[config.mk]
export PLATFORM = sky130hd
export DESIGN_NAME = ws2811_rx
export DESIGN_NICKNAME = d
export VERILOG_FILES = /design/src/rtl/hydra_pkg.sv /design/src/rtl/sync_2ff.sv /design/src/rtl/ws2811_rx.sv
export SDC_FILE = /design/constraint.sdc
export NUM_CORES = 1
export LEC_CHECK = 0
export CORE_UTILIZATION = 45
export CTS_CLUSTER_SIZE = 16
export DETAILED_ROUTE_END_ITERATION = 10
export PLACE_DENSITY = 0.68
export SLEW_MARGIN = 30
export SYNTH_ARGS = -nofsm -noshare
export SYNTH_HDL_FRONTEND = slang
export SYNTH_HIERARCHICAL = 1
export SYNTH_SLANG_ARGS = --single-unit
export TNS_END_PERCENT = 30
[constraint.sdc]
create_clock -name clk -period 2.16 [get_ports clk]
set_input_delay 0.216 -clock clk [delete_from_list [all_inputs] [get_ports clk]]
set_output_delay 0.216 -clock clk [all_outputs]
set_load 0.1 [all_outputs]
[src/rtl/hydra_pkg.sv]
// Hydra shared constants: memory word and strand index widths plus the WS2811
// bit timing used by both the strand driver (TX) and the strand receiver (RX).
package hydra_pkg;

  localparam int MEM_DATA_WIDTH     = 24;
  localparam int STRAND_PARAM_WIDTH = 16;

  // WS2811 800 kHz timing in 50 MHz clocks; TX and RX must agree on these.
  localparam int WS_MIN_HIGH     = 5;
  localparam int WS_BIT_THRESH   = 30;
  localparam int WS_MAX_HIGH     = 50;
  localparam int WS_LATCH_CYCLES = 2500;

  localparam int WS_HIGH_CNT_W = $clog2(WS_MAX_HIGH + 2);
  localparam int WS_LOW_CNT_W  = $clog2(WS_LATCH_CYCLES + 1);
  localparam int WS_BIT_CNT_W  = $clog2(MEM_DATA_WIDTH);

endpackage

[src/rtl/sync_2ff.sv]
// Two-flop synchroniser for a single asynchronous bit; both stages reset to 0.
module sync_2ff (
  input  logic clk,
  input  logic rst_n,
  input  logic d,
  output logic q
);

  logic meta_q, meta_d;
  logic sync_q, sync_d;

  always_comb begin
    meta_d = d;
    sync_d = meta_q;
  end

  always_ff @(posedge clk) begin
    if (!rst_n) begin
      meta_q <= 1'b0;
      sync_q <= 1'b0;
    end else begin
      meta_q <= meta_d;
      sync_q <= sync_d;
    end
  end

  assign q = sync_q;

endmodule

[src/rtl/ws2811_rx.sv]
// WS2811 NRZ receiver: times each synchronised high pulse, assembles 24-bit pixel
// words MSB first and detects the latch gap. WS2811_RX_ERR_STATS_EN adds err_count.
module ws2811_rx
  import hydra_pkg::*;
(
  input  logic                          clk,
  input  logic                          rst_n,
  input  logic                          din,
  output logic [MEM_DATA_WIDTH-1:0]     pixel_data,
  output logic                          pixel_valid,
  output logic [STRAND_PARAM_WIDTH-1:0] pixel_idx,
  output logic                          frame_done,
  output logic                          rx_err
`ifdef WS2811_RX_ERR_STATS_EN
  ,
  output logic [15:0]                   err_count
`endif
);

  typedef enum logic [1:0] {
    ST_WAIT_LATCH,
    ST_LOW,
    ST_HIGH
  } state_e;

  localparam logic [WS_HIGH_CNT_W-1:0] HIGH_MIN    = WS_HIGH_CNT_W'(WS_MIN_HIGH);
  localparam logic [WS_HIGH_CNT_W-1:0] HIGH_THRESH = WS_HIGH_CNT_W'(WS_BIT_THRESH);
  localparam logic [WS_HIGH_CNT_W-1:0] HIGH_MAX    = WS_HIGH_CNT_W'(WS_MAX_HIGH);
  localparam logic [WS_HIGH_CNT_W-1:0] HIGH_ONE    = WS_HIGH_CNT_W'(1);
  localparam logic [WS_LOW_CNT_W-1:0]  LOW_LATCH   = WS_LOW_CNT_W'(WS_LATCH_CYCLES);
  localparam logic [WS_LOW_CNT_W-1:0]  LOW_ONE     = WS_LOW_CNT_W'(1);
  localparam logic [WS_BIT_CNT_W-1:0]  BIT_LAST    = WS_BIT_CNT_W'(MEM_DATA_WIDTH - 1);
  localparam logic [WS_BIT_CNT_W-1:0]  BIT_ONE     = WS_BIT_CNT_W'(1);
  localparam logic [STRAND_PARAM_WIDTH-1:0] IDX_ONE = STRAND_PARAM_WIDTH'(1);

  logic din_sync;
  logic rise;

  state_e                        state_q, state_d;
  logic                          din_prev_q, din_prev_d;
  logic [WS_HIGH_CNT_W-1:0]      high_cnt_q, high_cnt_d;
  logic [WS_LOW_CNT_W-1:0]       low_cnt_q, low_cnt_d;
  logic [WS_BIT_CNT_W-1:0]       bit_cnt_q, bit_cnt_d;
  logic [MEM_DATA_WIDTH-1:0]     shift_q, shift_d;
  logic [MEM_DATA_WIDTH-1:0]     pixel_data_q, pixel_data_d;
  logic [STRAND_PARAM_WIDTH-1:0] pixel_idx_q, pixel_idx_d;
  logic                          pixel_valid_q, pixel_valid_d;
  logic                          frame_done_q, frame_done_d;
  logic                          rx_err_q, rx_err_d;

  logic [WS_LOW_CNT_W-1:0]   low_inc;
  logic [MEM_DATA_WIDTH-1:0] shift_next;

  sync_2ff u_sync (
    .clk   (clk),
    .rst_n (rst_n),
    .d     (din),
    .q     (din_sync)
  );

  assign rise       = din_sync & ~din_prev_q;
  assign low_inc    = (low_cnt_q == LOW_LATCH) ? low_cnt_q : low_cnt_q + LOW_ONE;
  assign shift_next = {shift_q[MEM_DATA_WIDTH-2:0], (high_cnt_q > HIGH_THRESH)};

  // The index advances the clock after a word strobe so it names that word while valid.
  always_comb begin
    state_d       = state_q;
    din_prev_d    = din_sync;
    high_cnt_d    = high_cnt_q;
    low_cnt_d     = low_cnt_q;
    bit_cnt_d     = bit_cnt_q;
    shift_d       = shift_q;
    pixel_data_d  = pixel_data_q;
    pixel_idx_d   = pixel_valid_q ? pixel_idx_q + IDX_ONE : pixel_idx_q;
    pixel_valid_d = 1'b0;
    frame_done_d  = 1'b0;
    rx_err_d      = 1'b0;

    case (state_q)
      ST_WAIT_LATCH: begin
        if (din_sync) begin
          low_cnt_d = '0;
        end else begin
          low_cnt_d = low_inc;
          if (low_inc == LOW_LATCH) begin
            state_d     = ST_LOW;
            pixel_idx_d = '0;
          end
        end
      end

      ST_LOW: begin
        if (rise) begin
          state_d    = ST_HIGH;
          high_cnt_d = HIGH_ONE;
        end else if (!din_sync) begin
          low_cnt_d = low_inc;
          if (low_cnt_q != LOW_LATCH && low_inc == LOW_LATCH) begin
            frame_done_d = (bit_cnt_q != '0) || (pixel_idx_q != '0);
            rx_err_d     = (bit_cnt_q != '0);
            bit_cnt_d    = '0;
            shift_d      = '0;
            pixel_idx_d  = '0;
          end
        end
      end

      ST_HIGH: begin
        if (din_sync) begin
          if (high_cnt_q >= HIGH_MAX) begin
            rx_err_d  = 1'b1;
            bit_cnt_d = '0;
            shift_d   = '0;
            low_cnt_d = '0;
            state_d   = ST_WAIT_LATCH;
          end else begin
            high_cnt_d = high_cnt_q + HIGH_ONE;
          end
        end else if (high_cnt_q < HIGH_MIN) begin
          rx_err_d  = 1'b1;
          bit_cnt_d = '0;
          shift_d   = '0;
          low_cnt_d = LOW_ONE;
          state_d   = ST_WAIT_LATCH;
        end else begin
          shift_d   = shift_next;
          low_cnt_d = LOW_ONE;
          state_d   = ST_LOW;
          if (bit_cnt_q == BIT_LAST) begin
            pixel_data_d  = shift_next;
            pixel_valid_d = 1'b1;
            bit_cnt_d     = '0;
          end else begin
            bit_cnt_d = bit_cnt_q + BIT_ONE;
          end
        end
      end

      default: state_d = ST_WAIT_LATCH;
    endcase
  end

  always_ff @(posedge clk) begin
    if (!rst_n) begin
      state_q       <= ST_WAIT_LATCH;
      din_prev_q    <= 1'b0;
      high_cnt_q    <= '0;
      low_cnt_q     <= '0;
      bit_cnt_q     <= '0;
      shift_q       <= '0;
      pixel_data_q  <= '0;
      pixel_idx_q   <= '0;
      pixel_valid_q <= 1'b0;
      frame_done_q  <= 1'b0;
      rx_err_q      <= 1'b0;
    end else begin
      state_q       <= state_d;
      din_prev_q    <= din_prev_d;
      high_cnt_q    <= high_cnt_d;
      low_cnt_q     <= low_cnt_d;
      bit_cnt_q     <= bit_cnt_d;
      shift_q       <= shift_d;
      pixel_data_q  <= pixel_data_d;
      pixel_idx_q   <= pixel_idx_d;
      pixel_valid_q <= pixel_valid_d;
      frame_done_q  <= frame_done_d;
      rx_err_q      <= rx_err_d;
    end
  end

  assign pixel_data  = pixel_data_q;
  assign pixel_valid = pixel_valid_q;
  assign pixel_idx   = pixel_idx_q;
  assign frame_done  = frame_done_q;
  assign rx_err      = rx_err_q;

`ifdef WS2811_RX_ERR_STATS_EN
  logic [15:0] err_count_q, err_count_d;

  // Counts alongside the strobe so the total is current in the same clock.
  always_comb begin
    err_count_d = err_count_q;
    if (rx_err_d && err_count_q != 16'hFFFF) begin
      err_count_d = err_count_q + 16'd1;
    end
  end

  always_ff @(posedge clk) begin
    if (!rst_n) begin
      err_count_q <= '0;
    end else begin
      err_count_q <= err_count_d;
    end
  end

  assign err_count = err_count_q;
`endif

endmodule

Word level (Yosys, flattened, before mapping)
Cells that the tools add are included.
Operators by class
  add/sub/neg operators: 4
  $mul: 0
  div/mod/pow operators: 0
  $lt $le $gt $ge: 3
  equal/unequal tests: 15
  shift operators: 0
  muxes and demuxes: 48
  bitwise gates (word level): 8
  reduce and logical (&&, ||, !) cells: 14
Operators by type and width (count)
  two-way mux 23 bit: 6
  two-way mux 16 bit: 6
  two-way mux 12 bit: 6
  one-hot mux 23 bit (2 select lines): 1
  one-hot mux 12 bit (3 select lines): 1
  two-way mux 5 bit: 7
  one-hot mux 16 bit (2 select lines): 1
  == test 12 bit (second input constant): 2
  two-way mux 6 bit: 3
  adder 16 x 1 -> 16 bit (second input constant): 1
  AND reduction 4 bit: 4
  nonzero test 16 bit: 1
  inequality test 2 bit (second input constant): 7
  adder 12 x 1 -> 12 bit (second input constant): 1
  inequality test 12 bit (second input constant): 1
  one-hot mux 6 bit (2 select lines): 1
  two-way mux 2 bit: 5
  one-hot mux 5 bit (2 select lines): 1
  two-way mux 1 bit: 8
  NOT 1 bit: 7
  adder 6 x 1 -> 6 bit (second input constant): 1
  greater-or-equal comparator 6 bit (second input constant): 1
  > comparator 6 x 5 -> 1 bit (second input constant): 1
  < comparator 6 x 3 -> 1 bit (second input constant): 1
  18 further kinds: 18
Storage, ports and cells
  bits in registers: 94
  bits in latches: 0
  memory bits (writable): 0
  ROM bits: 0
  input bits: 3
  word-level logic and storage cells: 105
  memories kept: 0

Depth between registers and ports, before layout
  depth in word-level cells: 8
  depth in mapped cells: 9

Hierarchy
The synthesis kept the hierarchy.
By module, submodules not included
  ws2811_rx: times used 1, cells an instance 541, area each 4684.5 µm²
  sync_2ff: times used 1, cells an instance 4, area each 52.6 µm²

Worst setup path before layout
OpenSTA, ideal clock, no wires.
  path type: reg-to-reg
  start: register low_cnt_q[0]
  end: register shift_q[13]
  setup time: 72 ps
  arrival: 2214 ps
  required time: 2088 ps
  slack: -125 ps
  stages on the path, launching flop included: 10
  cell sequence: dfxtp_1 -> inv_1 -> ha_1 -> or4bb_1 -> nor3_4 -> mux2_4 -> nand4_4 -> o21ai_4 -> buf_12 -> mux2i_1
On the way
  cells in the longest elaborated chain, start to end: 6
Ends and longest elaborated chain
  start: declaration: RTL line ws2811_rx.sv:42  | logic [WS_LOW_CNT_W-1:0] low_cnt_q, low_cnt_d;
  start signal: assignment: RTL line ws2811_rx.sv:160  | low_cnt_q <= low_cnt_d;
  adder 12 x 1 -> 12 bit or == test 12 bit (tied branches): RTL line ws2811_rx.sv:62  | assign low_inc = (low_cnt_q == LOW_LATCH) ? low_cnt_q : low_cnt_q + LOW_ONE;
  two-way mux 12 bit: RTL line ws2811_rx.sv:62
  == test 12 bit: RTL line ws2811_rx.sv:98  | if (low_cnt_q != LOW_LATCH && low_inc == LOW_LATCH) begin
  logical AND 1 bit *: RTL line ws2811_rx.sv:98
  inequality test 2 bit (no line) *
  AND reduction 5 bit (no line) *
  end signal: assignment: RTL line ws2811_rx.sv:162  | shift_q <= shift_d;
  end: declaration: RTL line ws2811_rx.sv:44  | logic [MEM_DATA_WIDTH-1:0] shift_q, shift_d;
Mark *: on every way between the ends. The rest lies on a longest branch, timed or not.
A chain may end at the register's enable or synchronous reset.

Final worst setup path
  start: register low_cnt_q[0]
  end: register shift_q[16]
The elaborated chain is that of the path after synthesis.

==> results_dict.tcl <==
set metrics [dict create \
    cap_viol_max_count 0 \
    grt_pass1_wl_um 17700 \
    worst-setup-path-type "register to register" \
    clk_latency_ns 0.36 \
    n_antenna_cell 0 \
    dominantRegCellSynth "dfxtp_1" \
    via_count 4090 \
    ys_seq_area_share_pct 39.7 \
    clk_pin_slew_worst_paths_ns 0.09 \
    ios 46 \
    finalCritPeriodShare_pct 105 \
    wl_per_cell_um 13.6 \
    drive_gt1_share_pct 22.9 \
    arrival_ns 2.56 \
    synth.area.top_cells "dfxtp_1 40%, nand2_1 8.2%, mux2i_1 5.9%" \
    nFillCells 961 \
    syn2layout_area_growth_pct 21.9 \
    switching_share_pct 23.4 \
    synth_edf_count 0 \
    synth_mux_area_share_pct 6.23 \
    finalSetupViolations 47 \
    portBuffers 45 \
    placed_area_mm2 0.00548 \
    required_ns 2.45 \
    outcome "finished with violations" \
    cts-htree-levels 3 \
    num_rows 37 \
    pre_cts_ws_ns -0.0736 \
    dieWidth_um 105 \
    timing.final.hold_violations 0 \
    timing.slew.headroom_pct 66.0 \
    post-route-drc-count 0 \
    grt_pass1_vias 3811 \
    synth_area_mm2 0.00474 \
    cts-buffers-inserted 9 \
    switching_power_w 0.000714 \
    die_area_mm2 0.0109 \
    grtUsageTotal_pct 19.6 \
    via_per_inst 5.32 \
    netlist_instances 545 \
    synth_xor_area_share_pct 3.88 \
    core_mm2 0.0103 \
    drt_first_pass_iters 5 \
    ant_nets 0 \
    grt_start_max_net_pins 71 \
    synth_top_family_by_area "simple AND/OR/NAND/NOR gates" \
    p_seq_share_pct 57.1 \
    drt_iter0_markers 181 \
    start_kind "register" \
    synth_top_area_share_pct 39.7 \
    slew_violations 0 \
    chipHeight_um 105 \
    synth_simple_gate_area_share_pct 26.0 \
    synth_fp_nets 561 \
    final.setup_skew_ns 0.00946 \
    antenna_found_initial 0 \
    gp_congestion 0.884 \
    power_frac_comb_pct 4.1 \
    tritoncts "yes" \
    fin_crit_ns 2.27 \
    hp-class "primary input to register" \
    cellPowerDensity_mw_per_mm2 528 \
    end_kind "register" \
    synth_seq_cells 94 \
    yosys.area.top_type "dfxtp_1" \
    hold_buffers 0 \
    max_freq_mhz 441 \
    p_clk_share_pct 38.7 \
    p_leak_nw 2.16 \
    post-route-cell-area_mm2 0.00577 \
    final_util_pct 56.2 \
    total_power_w 0.00305 \
    initial_core_util_pct 46.1 \
    synth_commonest_cells "104 x nand2_1, 94 x dfxtp_1, 40 x nor2_1" \
    synthDistinctLibCells 67 \
    grt_overflow 0 \
    drt-total-wl_um 10500 \
    cell_internal_pwr_w 0.00234 \
    avgSynthCellArea_um2 8.69 \
    cts.sinks 94 \
    finalNonFillerCells 769 \
    tightest_slew_ns 0.503 \
    violations "setup timing" \
    critical_path.max_fanout 14 \
    ir_worst_vdd_v 0.000268 \
    synth-adder-area-share_pct 3.43 \
    async_flop_share_pct 0 \
    fin_nets 644 \
    worst_slack_ns -0.110 \
    rsz0062_at_grt "true" \
    synth_most_common_cell "nand2_1" \
    clk_path_buf_depth 2 \
    yosys_warnings 6 \
    root_buffer "clkbuf_8" \
    synth_compound_area_share_pct 14.4 \
    dp_hpwl_um 7350 \
    dp.cells 750 \
]
==> power groups by stage <==
| stage | combinational (W) | sequential (W) | clock [W] |
|---|---|---|---|
| 2_1_floorplan | 0.0000792 | 0.00178 | 0 |
| 3_3_place_gp | 0.000112 | 0.00178 | 0 |
| 3_5_place_dp | 0.000116 | 0.00178 | 0 |
| 4_1_cts | 0.000120 | 0.00174 | 0.00121 |
| 5_1_grt | 0.000138 | 0.00174 | 0.00130 |
| 6_report | 0.000126 | 0.00174 | 0.00118 |
==> placed cells by master (no fill, tap or decap), drive strengths merged, types with 11 or more instances in the layout <==
master,n
ha,13
o21ai,22
dfxtp,94
a21oi,13
buf,99
and2,11
mux2i,28
inv,17
nand3,32
a21boi,29
xor2,12
nor2,40
nand2,104
==> per-layer routing <==
layer	share of wire, %	track usage (%)	routed length [um]
met1	48	26.5	5020
met2	46	31.7	4830
met3	4.8	3.06	505
met4	1.1	6.74	118
met5	0	0	0
==> layout make-up <==
class | count | area [um2] | share of cell area (%)
clock buffers | 10 | 128 | 2.21
clock inverters | 6 | 70.1 | 1.21
inverters | 16 | 60.1 | 1.04
multi-input cells | 407 | 2630 | 45.6
flip-flops and latches | 94 | 1880 | 32.6
well taps | 136 | 170 | 2.95
repair buffers | 100 | 830 | 14.4
==> kinds of logic (layout without fill, tap and decap cells) <==
group                      Yosys count  after routing
AOI/OAI and AO/OA                   95             95
xor gates and xnor gates            21             21
adders and majority gates           13             13
buffers and inverters               44            132
DFF                                 94             94
muxes                               29             29
and+or+nand+nor                    249            249
==> final timing paths <==
path	end	slack (ns)	cells after the start	start
max reg2reg	shift_q[16]	-0.11	9	low_cnt_q[0]
max	shift_q[16]	-0.11	9	low_cnt_q[0]
min reg2reg	shift_q[22]	0.46	2	shift_q[22]
min	high_cnt_q[0]	0.27	2	rst_n
==> critical path: stages (launching register included) <==
cell and delay [ns]:
dfxtp_2 0.34, inv_2 0.07, ha_4 0.12, or4bb_4 0.47, nor3_4 0.16, mux2_4 0.19
nand4_4 0.16, o21ai_4 0.28, buf_12 0.19, mux2i_1 0.20
==> per-stage QoR <==
step	TNS (ns)	hold WS, ns
after floorplan	-0.805	0.338
after global placement	-0.281	0.443
after detailed placement	-0.863	0.452
after CTS	-1.03	0.258
after global routing	-6.36	0.275
final	-2.38	0.266
==> what timing repair did <==
action,in CTS,in global routing
pin swaps,1,2
setup endpoints to repair,48,73
buffers inserted,1,2
gates resized for setup,5,12
==> state kept, by name (all words and copies together), names as in the netlist <==
name           count
pixel_idx         16
shift_q           23
low_cnt_q         12
frame_done         1
pixel_data        24
pixel_valid        1
u_sync/meta_q      1
din_prev_q         1
rx_err             1
state_q            2
bit_cnt_q          5
high_cnt_q         6
u_sync/q           1
Note: power is estimated with default switching activity, not from simulation.
